**config.mk**
```make
export PLATFORM = sky130hd
export DESIGN_NAME = monitor_peatonal_flat
export DESIGN_NICKNAME = d
export VERILOG_FILES = /design/src/rtl/monitor_peatonal_if.sv /design/src/rtl/monitor_peatonal.sv /design/src/flat_wrapper.sv
export SDC_FILE = /design/constraint.sdc
export NUM_CORES = 1
export LEC_CHECK = 0
export ABC_AREA = 1
export BUFFER_PORTS_ARGS = -buffer_cell sky130_fd_sc_hd__buf_2
export CAP_MARGIN = 40
export CORE_MARGIN = 8
export CORE_UTILIZATION = 29
export DETAILED_ROUTE_END_ITERATION = 8
export PLACE_DENSITY_LB_ADDON = 0.15
export SLEW_MARGIN = 20
export SYNTH_ARGS = -nofsm -noshare
export SYNTH_HDL_FRONTEND = slang
export SYNTH_SLANG_ARGS = --single-unit
```
**constraint.sdc**
```tcl
create_clock -name clock -period 2.4 [get_ports clock]
set_input_delay 0.24 -clock clock [delete_from_list [all_inputs] [get_ports clock]]
set_output_delay 0.24 -clock clock [all_outputs]
set_load 0.05 [all_outputs]
```
**src/rtl/monitor_peatonal_if.sv**
```systemverilog
// Pedestrian-monitor bus: sequencer lights and tick in, pedestrian lamps,
// countdown and fault flag out.
interface monitor_peatonal_if #(
  parameter int unsigned CNT_W = 6
);
  logic             tick;
  logic             rojo;
  logic             amarillo;
  logic             verde;
  logic             clr_falla;
  logic             peaton_verde;
  logic             peaton_rojo;
  logic [CNT_W-1:0] cuenta;
  logic             falla;

  // Upstream side (sequencer / controller): drives lights, tick and clear.
  modport master (
    output tick, rojo, amarillo, verde, clr_falla,
    input  peaton_verde, peaton_rojo, cuenta, falla
  );

  // Pedestrian monitor side.
  modport slave (
    input  tick, rojo, amarillo, verde, clr_falla,
    output peaton_verde, peaton_rojo, cuenta, falla
  );
endinterface

```
**src/rtl/monitor_peatonal.sv**
```systemverilog
// Pedestrian signal stage: follows the vehicle light sequence, drives the
// walk/don't-walk lamps with a crossing countdown and a flashing tail, and
// latches a sticky fault on illegal light patterns or transitions.
module monitor_peatonal #(
  parameter int unsigned ROJO_TICS     = 35,
  parameter int unsigned DESTELLO_TICS = 5,
  parameter int unsigned CNT_W         = 6
) (
  input  logic              clock,
  input  logic              reset_n,
  monitor_peatonal_if.slave bus
);

  typedef enum logic [1:0] {
    ESPERA,
    CRUCE,
    DESTELLO,
    FALLA
  } estado_t;

  // Light patterns as {rojo, amarillo, verde}
  localparam logic [2:0] L_VERDE = 3'b001;
  localparam logic [2:0] L_AMAR  = 3'b010;
  localparam logic [2:0] L_ROJO  = 3'b100;

  localparam logic [CNT_W-1:0] CARGA  = CNT_W'(ROJO_TICS);
  localparam logic [CNT_W-1:0] UMBRAL = CNT_W'(DESTELLO_TICS);
  // Flash window covers the whole red: skip the walk phase entirely.
  localparam bit DESTELLO_INMEDIATO = (DESTELLO_TICS >= ROJO_TICS);

  estado_t          estado_q, estado_d;
  logic             sync_q, sync_d;
  logic [2:0]       prev_q;
  logic [CNT_W-1:0] cuenta_q, cuenta_d;
  logic             pv_q, pv_d;
  logic             pr_q, pr_d;
  logic             falla_q, falla_d;

  logic [2:0]       luces;
  logic             legal, prev_legal, paso_ok, violacion, entrada, salida;
  logic [CNT_W-1:0] dec;

  // Pattern/transition classification and saturating decrement
  always_comb begin
    luces      = {bus.rojo, bus.amarillo, bus.verde};
    legal      = (luces == L_VERDE) || (luces == L_AMAR) || (luces == L_ROJO);
    prev_legal = (prev_q == L_VERDE) || (prev_q == L_AMAR) || (prev_q == L_ROJO);
    paso_ok    = ((prev_q == L_VERDE) && (luces == L_AMAR)) ||
                 ((prev_q == L_AMAR)  && (luces == L_ROJO)) ||
                 ((prev_q == L_ROJO)  && (luces == L_VERDE));
    // An illegal previous pattern was already flagged; only legal->legal
    // changes are judged as transitions.
    violacion  = sync_q && (!legal || (prev_legal && (luces != prev_q) && !paso_ok));
    entrada    = sync_q && (prev_q == L_AMAR) && (luces == L_ROJO);
    salida     = (prev_q == L_ROJO) && (luces == L_VERDE);
    dec        = (cuenta_q == '0) ? '0 : cuenta_q - 1'b1;
  end

  // Next-state and registered-output logic
  always_comb begin
    estado_d = estado_q;
    sync_d   = sync_q;
    cuenta_d = cuenta_q;
    pv_d     = pv_q;
    pr_d     = pr_q;
    falla_d  = falla_q;

    if (estado_q == FALLA) begin
      // A fresh violation on the clear edge keeps the fault latched.
      if (!violacion && bus.clr_falla) begin
        estado_d = ESPERA;
        sync_d   = 1'b0;
        falla_d  = 1'b0;
      end
    end else if (violacion) begin
      estado_d = FALLA;
      falla_d  = 1'b1;
      pv_d     = 1'b0;
      pr_d     = 1'b1;
      cuenta_d = '0;
    end else if (!sync_q) begin
      if (legal) begin
        sync_d = 1'b1;
      end
    end else if (estado_q == ESPERA) begin
      if (entrada) begin
        cuenta_d = CARGA;
        if (DESTELLO_INMEDIATO) begin
          estado_d = DESTELLO;
          pv_d     = 1'b0;
          pr_d     = 1'b1;
        end else begin
          estado_d = CRUCE;
          pv_d     = 1'b1;
          pr_d     = 1'b0;
        end
      end
    end else if (salida) begin
      estado_d = ESPERA;
      cuenta_d = '0;
      pv_d     = 1'b0;
      pr_d     = 1'b1;
    end else if (bus.tick) begin
      cuenta_d = dec;
      if (estado_q == CRUCE) begin
        if (dec == UMBRAL) begin
          estado_d = DESTELLO;
          pv_d     = 1'b0;
          pr_d     = 1'b1;
        end
      end else begin
        pr_d = ~pr_q;
      end
    end
  end

  // State, sync flag, previous lights and output registers
  always_ff @(posedge clock or negedge reset_n) begin
    if (!reset_n) begin
      estado_q <= ESPERA;
      sync_q   <= 1'b0;
      prev_q   <= 3'b000;
      cuenta_q <= '0;
      pv_q     <= 1'b0;
      pr_q     <= 1'b1;
      falla_q  <= 1'b0;
    end else begin
      estado_q <= estado_d;
      sync_q   <= sync_d;
      prev_q   <= luces;
      cuenta_q <= cuenta_d;
      pv_q     <= pv_d;
      pr_q     <= pr_d;
      falla_q  <= falla_d;
    end
  end

  assign bus.peaton_verde = pv_q;
  assign bus.peaton_rojo  = pr_q;
  assign bus.cuenta       = cuenta_q;
  assign bus.falla        = falla_q;

endmodule

```
**src/flat_wrapper.sv**
```systemverilog
// flat-port wrapper written by rule: the top's interface ports become plain ports
module monitor_peatonal_flat 
#(
  parameter int unsigned ROJO_TICS     = 35,
  parameter int unsigned DESTELLO_TICS = 5,
  parameter int unsigned CNT_W         = 6
)
  (clock, reset_n, bus_tick, bus_rojo, bus_amarillo, bus_verde, bus_clr_falla, bus_peaton_verde, bus_peaton_rojo, bus_cuenta, bus_falla);
  monitor_peatonal_if #(.CNT_W(CNT_W)) bus_i ();
  input  logic clock;
  input  logic reset_n;
  input wire logic [$bits(bus_i.tick)-1:0] bus_tick;
  input wire logic [$bits(bus_i.rojo)-1:0] bus_rojo;
  input wire logic [$bits(bus_i.amarillo)-1:0] bus_amarillo;
  input wire logic [$bits(bus_i.verde)-1:0] bus_verde;
  input wire logic [$bits(bus_i.clr_falla)-1:0] bus_clr_falla;
  output wire logic [$bits(bus_i.peaton_verde)-1:0] bus_peaton_verde;
  output wire logic [$bits(bus_i.peaton_rojo)-1:0] bus_peaton_rojo;
  output wire logic [$bits(bus_i.cuenta)-1:0] bus_cuenta;
  output wire logic [$bits(bus_i.falla)-1:0] bus_falla;
  assign bus_i.tick = bus_tick;
  assign bus_i.rojo = bus_rojo;
  assign bus_i.amarillo = bus_amarillo;
  assign bus_i.verde = bus_verde;
  assign bus_i.clr_falla = bus_clr_falla;
  assign bus_peaton_verde = bus_i.peaton_verde;
  assign bus_peaton_rojo = bus_i.peaton_rojo;
  assign bus_cuenta = bus_i.cuenta;
  assign bus_falla = bus_i.falla;
  monitor_peatonal #(.ROJO_TICS(ROJO_TICS), .DESTELLO_TICS(DESTELLO_TICS), .CNT_W(CNT_W)) u_core (.clock(clock), .reset_n(reset_n), .bus(bus_i));
endmodule
```
After elaboration in Yosys (flattened, before gate mapping)
Cells that the tools add are included.
{ "op_classes": {"n_addsub": 1, "eq_ne": 15, "mux": 40, "bitwise_logic": 2, "reduce_logical": 36} }
{ "ops": {"columns": ["op", "n"], "rows": [
  ["two-way mux 6 bit", 7],
  ["two-way mux 1 bit", 23],
  ["two-way mux 2 bit", 10],
  ["nonzero test 5 bit", 3],
  ["AND reduction 6 bit", 2],
  ["nonzero test 4 bit", 3],
  ["logical AND 1 bit", 9],
  ["logical OR 1 bit", 7],
  ["equality test 3 x 1 -> 1 bit (second input constant)", 2],
  ["equality test 3 x 2 -> 1 bit (second input constant)", 2],
  ["equality test 3 bit (second input constant)", 2],
  ["equality test 6 x 3 -> 1 bit (second input constant)", 1],
  ["zero test 6 bit", 1],
  ["subtractor 6 x 1 -> 6 bit (second input constant)", 1],
  ["!= test 5 x 2 -> 1 bit (second input constant)", 1],
  ["AND reduction 5 bit", 1],
  ["!= test 2 bit (second input constant)", 2],
  ["!= test 4 x 1 -> 1 bit (second input constant)", 1],
  ["AND reduction 2 bit", 2],
  ["AND reduction 4 bit", 1],
  ["nonzero test 2 bit", 2],
  ["zero test 1 bit", 3],
  ["!= test 3 x 1 -> 1 bit (second input constant)", 1],
  ["!= test 3 bit", 1],
  ["other kinds (5)", 6]
]} }
{ "word_totals": {"reg_bits": 15, "in_bits": 7, "out_inout_bits": 9, "elab_cells": 101} }

Longest topological paths before layout
{ "depth": {"word_depth": 12, "ltp_mapped": 15, "mapped_depth_nobuf": 15} }

Least setup slack after synthesis
OpenSTA, ideal clock, no wires.
{ "synth_timing": {"kind": "register -> register", "from": "register u_core.cuenta_q[0], in the netlist u_core.bus.cuenta[0]", "to": "register u_core.estado_q[1]", "setup_time_ns": 0.117, "t_arrival_ns": 1.934, "required_time_ns": 2.283, "path_slack_ns": 0.349, "path_stages_with_launch": 13, "n_path_buf": 0, "synth_period_minus_slack_ns": 2.051, "path_cell_list": "dfrtp_1 -> inv_1 -> ha_1 -> xor2_1 -> nand3_1 -> nor2_1 -> nand2_1 -> nand3_1 -> nor2_1 -> nor2_1 -> nand3_1 -> nand2_1 -> nand2_1"} }
{ "synth_via": {"elab_chain_len": 5, "word_cells_on_any_way": 6, "classes_between": "add/sub (1); eq/ne (1); mux (1); reduce/logical (3)"} }
{ "synth_rtl": {"columns": ["element", "line_no", "rtl"], "rows": [
  ["start, declared", "monitor_peatonal.sv:34", "logic [CNT_W-1:0] cuenta_q, cuenta_d;"],
  ["start signal, assigned", "monitor_peatonal.sv:131", "cuenta_q <= cuenta_d;"],
  ["subtractor 6 x 1 -> 6 bit or zero test 6 bit (tied branches)", "monitor_peatonal.sv:56", "dec = (cuenta_q == '0) ? '0 : cuenta_q - 1'b1;"],
  ["two-way mux 6 bit *", "monitor_peatonal.sv:56", null],
  ["equality test 6 x 3 -> 1 bit *", "monitor_peatonal.sv:106", "if (dec == UMBRAL) begin"],
  ["nonzero test 5 bit (no line) *", null, null],
  ["AND reduction 6 bit (no line) *", null, null],
  ["end signal, assigned", "monitor_peatonal.sv:128", "estado_q <= estado_d;"],
  ["end, declared", "monitor_peatonal.sv:31", "estado_t estado_q, estado_d;"]
]} }
Every way passes the cells marked *; elsewhere a longest branch is shown, timed or not.
A chain may end at the register's enable or synchronous reset.

Worst setup path after layout
{ "layout_timing": {"from": "register u_core.cuenta_q[0], in the netlist u_core.bus.cuenta[0]", "to": "register u_core.estado_q[0]"} }
Same word-level chain as after synthesis.

==> results.json <==
{
  "status": "finished, final reports clean",
  "via_per_inst": 4.53,
  "setup-violations-final": 0,
  "avgRoutedWirePerCell_um": 10.7,
  "synth_edf_count": 0,
  "nets": 219,
  "antenna_found_initial": 0,
  "p_seq_frac": 0.236,
  "htree_levels": 1,
  "cts.path.max_buffers": 2,
  "fmax_mhz": 521,
  "synth-async-reset-ratio": 1.00,
  "synthCells": 190,
  "skew_ps": 3.39,
  "relSlewSlack": 0.754,
  "cts_setup_buffers": 0,
  "ys_seq_elements": 15,
  "yosysTopAreaCell": "dfrtp_1",
  "pwr-share-comb": 0.651,
  "cts_tree": "done",
  "ios": 16,
  "post_cts_resized": 0,
  "firstDrtPassIters": 4,
  "cap_violations": 0,
  "synth_fp_nets": 199,
  "clk_latency_ps": 250,
  "postPlaceCellArea_um2": 1330,
  "grt_setup_unrepaired": "false",
  "coreArea_um2": 4000,
  "initial_core_util": 0.300,
  "p_total_w": 0.00188,
  "diodes": 0,
  "ys_seq_area_frac": 0.314,
  "layout-drive-gt1-share": 0.196,
  "vias": 1172,
  "clkSlewWorstSetupHoldPaths_ps": 70,
  "hold_buffers": 1,
  "die_area_um2": 6460,
  "yosysMostFrequentCell": "nand2_1",
  "p_per_area_nw_per_um2": 1360,
  "dp_hpwl_um": 2210,
  "die_y_um": 80.4,
  "finalHoldViolCount": 0,
  "period_needed_ps": 1920,
  "grt_max_degree": 16,
  "drc_errors": 0,
  "p_sw_w": 0.00104,
  "synth_top_area_frac": 0.292,
  "p_clk_frac": 0.114,
  "period_share": 0.799,
  "grt_pass1_wl_um": 5050,
  "ir_worst_vdd_uv": 413,
  "drt.antenna.violating_nets": 0,
  "die-width_um": 80.4,
  "ys_types": 23,
  "ys_warn_count": 0,
  "critPathLaunchType": "register",
  "cts-root-buf": "clkbuf_8",
  "clock-sinks": 15,
  "worst_hold_slack_ps": 142,
  "path_class": "reg -> reg",
  "avgSynthCellArea_um2": 6.32,
  "crit_required_ps": 2540,
  "grt_use_total": 0.0964,
  "cts_buffers": 3,
  "intPower_w": 0.000837,
  "num_rows": 23,
  "port_buffers": 15,
  "drtIter0Drc": 38,
  "cp.arrival_ps": 2060,
  "leakagePower_nw": 0.796,
  "switching_share": 0.554,
  "area_delta_synth_final_pct": 15.1,
  "drt-total-wl_um": 2770,
  "tightest_slew_ps": 367,
  "hp-class": "in -> reg",
  "netlist_top_cells_count": "nand2_1, nor2_1, inv_1, nand3_1, dfrtp_1",
  "synth_area_um2": 1200,
  "finish.instance_area_um2": 1380,
  "grt_pass1_vias": 1138,
  "final-max-slew-violation-count": 0,
  "critPathCaptureType": "register",
  "gp_congestion": 0.806,
  "worstPathMaxFanout": 7,
  "synth_area_leaders": "dfrtp_1, nand2_1, nor2_1, nand3_1, inv_1",
  "synthFlopType": "dfrtp_1",
  "grt_overflow": 0,
  "fin_tns_setup_ps": 0
}
==> worst paths after layout <==
kind,from,end,slack [ps],depth (start not counted)
hold reg to reg,u_core.bus.falla$_DFFE_PN0P_,u_core.bus.falla$_DFFE_PN0P_,480,2
min in group asynchronous,reset_n,u_core.bus.cuenta[4]$_DFFE_PN0P_,430,2
setup reg to reg,u_core.bus.cuenta[0]$_DFFE_PN0P_,u_core.estado_q[0]$_DFFE_PN0P_,480,12
max in group asynchronous,reset_n,u_core.bus.peaton_rojo$_DFFE_PN1P_,1670,2
setup / recovery,u_core.bus.cuenta[0]$_DFFE_PN0P_,u_core.estado_q[0]$_DFFE_PN0P_,480,12
hold / removal,bus_verde,u_core.prev_q[0]$_DFF_PN0_,140,1
==> layout make-up <==
class	instances	area, um2
Multi-Input combinational cell	147	712
Timing Repair Buffer	16	85.1
Tap cell	50	62.6
Clock buffer	4	45.0
Sequential cell	15	377
Inverter	27	101
Fill cell	455	2620
==> placed cells by master (no fill, tap or decap), types with 2 or more instances in the layout <==
cell type and count:
nand2_1 59, nor2_1 30, inv_1 24, nand3_1 20, buf_2 15, dfrtp_1 14
nand2_2 7, a21oi_1 5, o21ai_0 4, o21ai_2 4, inv_2 3, nor2_2 3
nand4_1 3, clkbuf_8 3, nand3_2 2, o21ai_1 2, ha_1 2
==> layer usage <==
layer,part of all wire,GRT usage,up-vias
li1,-,-,638
met4,0.012,0.0436,0
met2,0.45,0.150,18
met3,0.032,0.0156,2
met1,0.50,0.127,514
met5,0,0,-
==> stage by stage <==
step	utilization	cells	worst slack, ps
3_3_place_gp	0.332	254	447
6_report	0.346	259	481
3_5_place_dp	0.332	254	478
4_1_cts	0.346	259	456
2_1_floorplan	-	190	349
5_1_grt	0.346	259	236
==> flip-flops by register name (all words and copies together) (netlist names) <==
| signal | flops |
|---|---|
| u_core.bus.cuenta | 6 |
| u_core.bus.falla | 1 |
| u_core.bus.peaton_rojo | 1 |
| u_core.bus.peaton_verde | 1 |
| u_core.estado_q | 2 |
| u_core.prev_q | 3 |
| u_core.sync_q | 1 |
==> power groups by stage <==
stage	sequential, W	combinational (W)	clock [W]
6_report	0.000442	0.00122	0.000214
5_1_grt	0.000459	0.00139	0.000233
4_1_cts	0.000442	0.00124	0.000222
3_5_place_dp	0.000446	0.00123	0
3_3_place_gp	0.000452	0.00124	0
2_1_floorplan	0.000604	0.000852	0
==> cells by family after synthesis <==
family / share of synthesized area
buffers and inverters: 0.0938
adder cells (fa/ha/maj): 0.0208
AO/OA/AOI/OAI: 0.0938
flip-flops: 0.314
XOR/XNOR: 0.0146
AND/OR/NAND/NOR: 0.464
==> critical path: stages (launching register included) <==
cell and delay, ps:
dfrtp_1 400, inv_1 180, ha_1 260, xor2_1 190, nand3_1 90, nor2_1 160, nand2_1 100, nand3_1 80
nor2_1 50, nor2_1 100, nand3_1 100, nand2_1 70, nand2_1 50
Power figures use the tool's default switching activity.
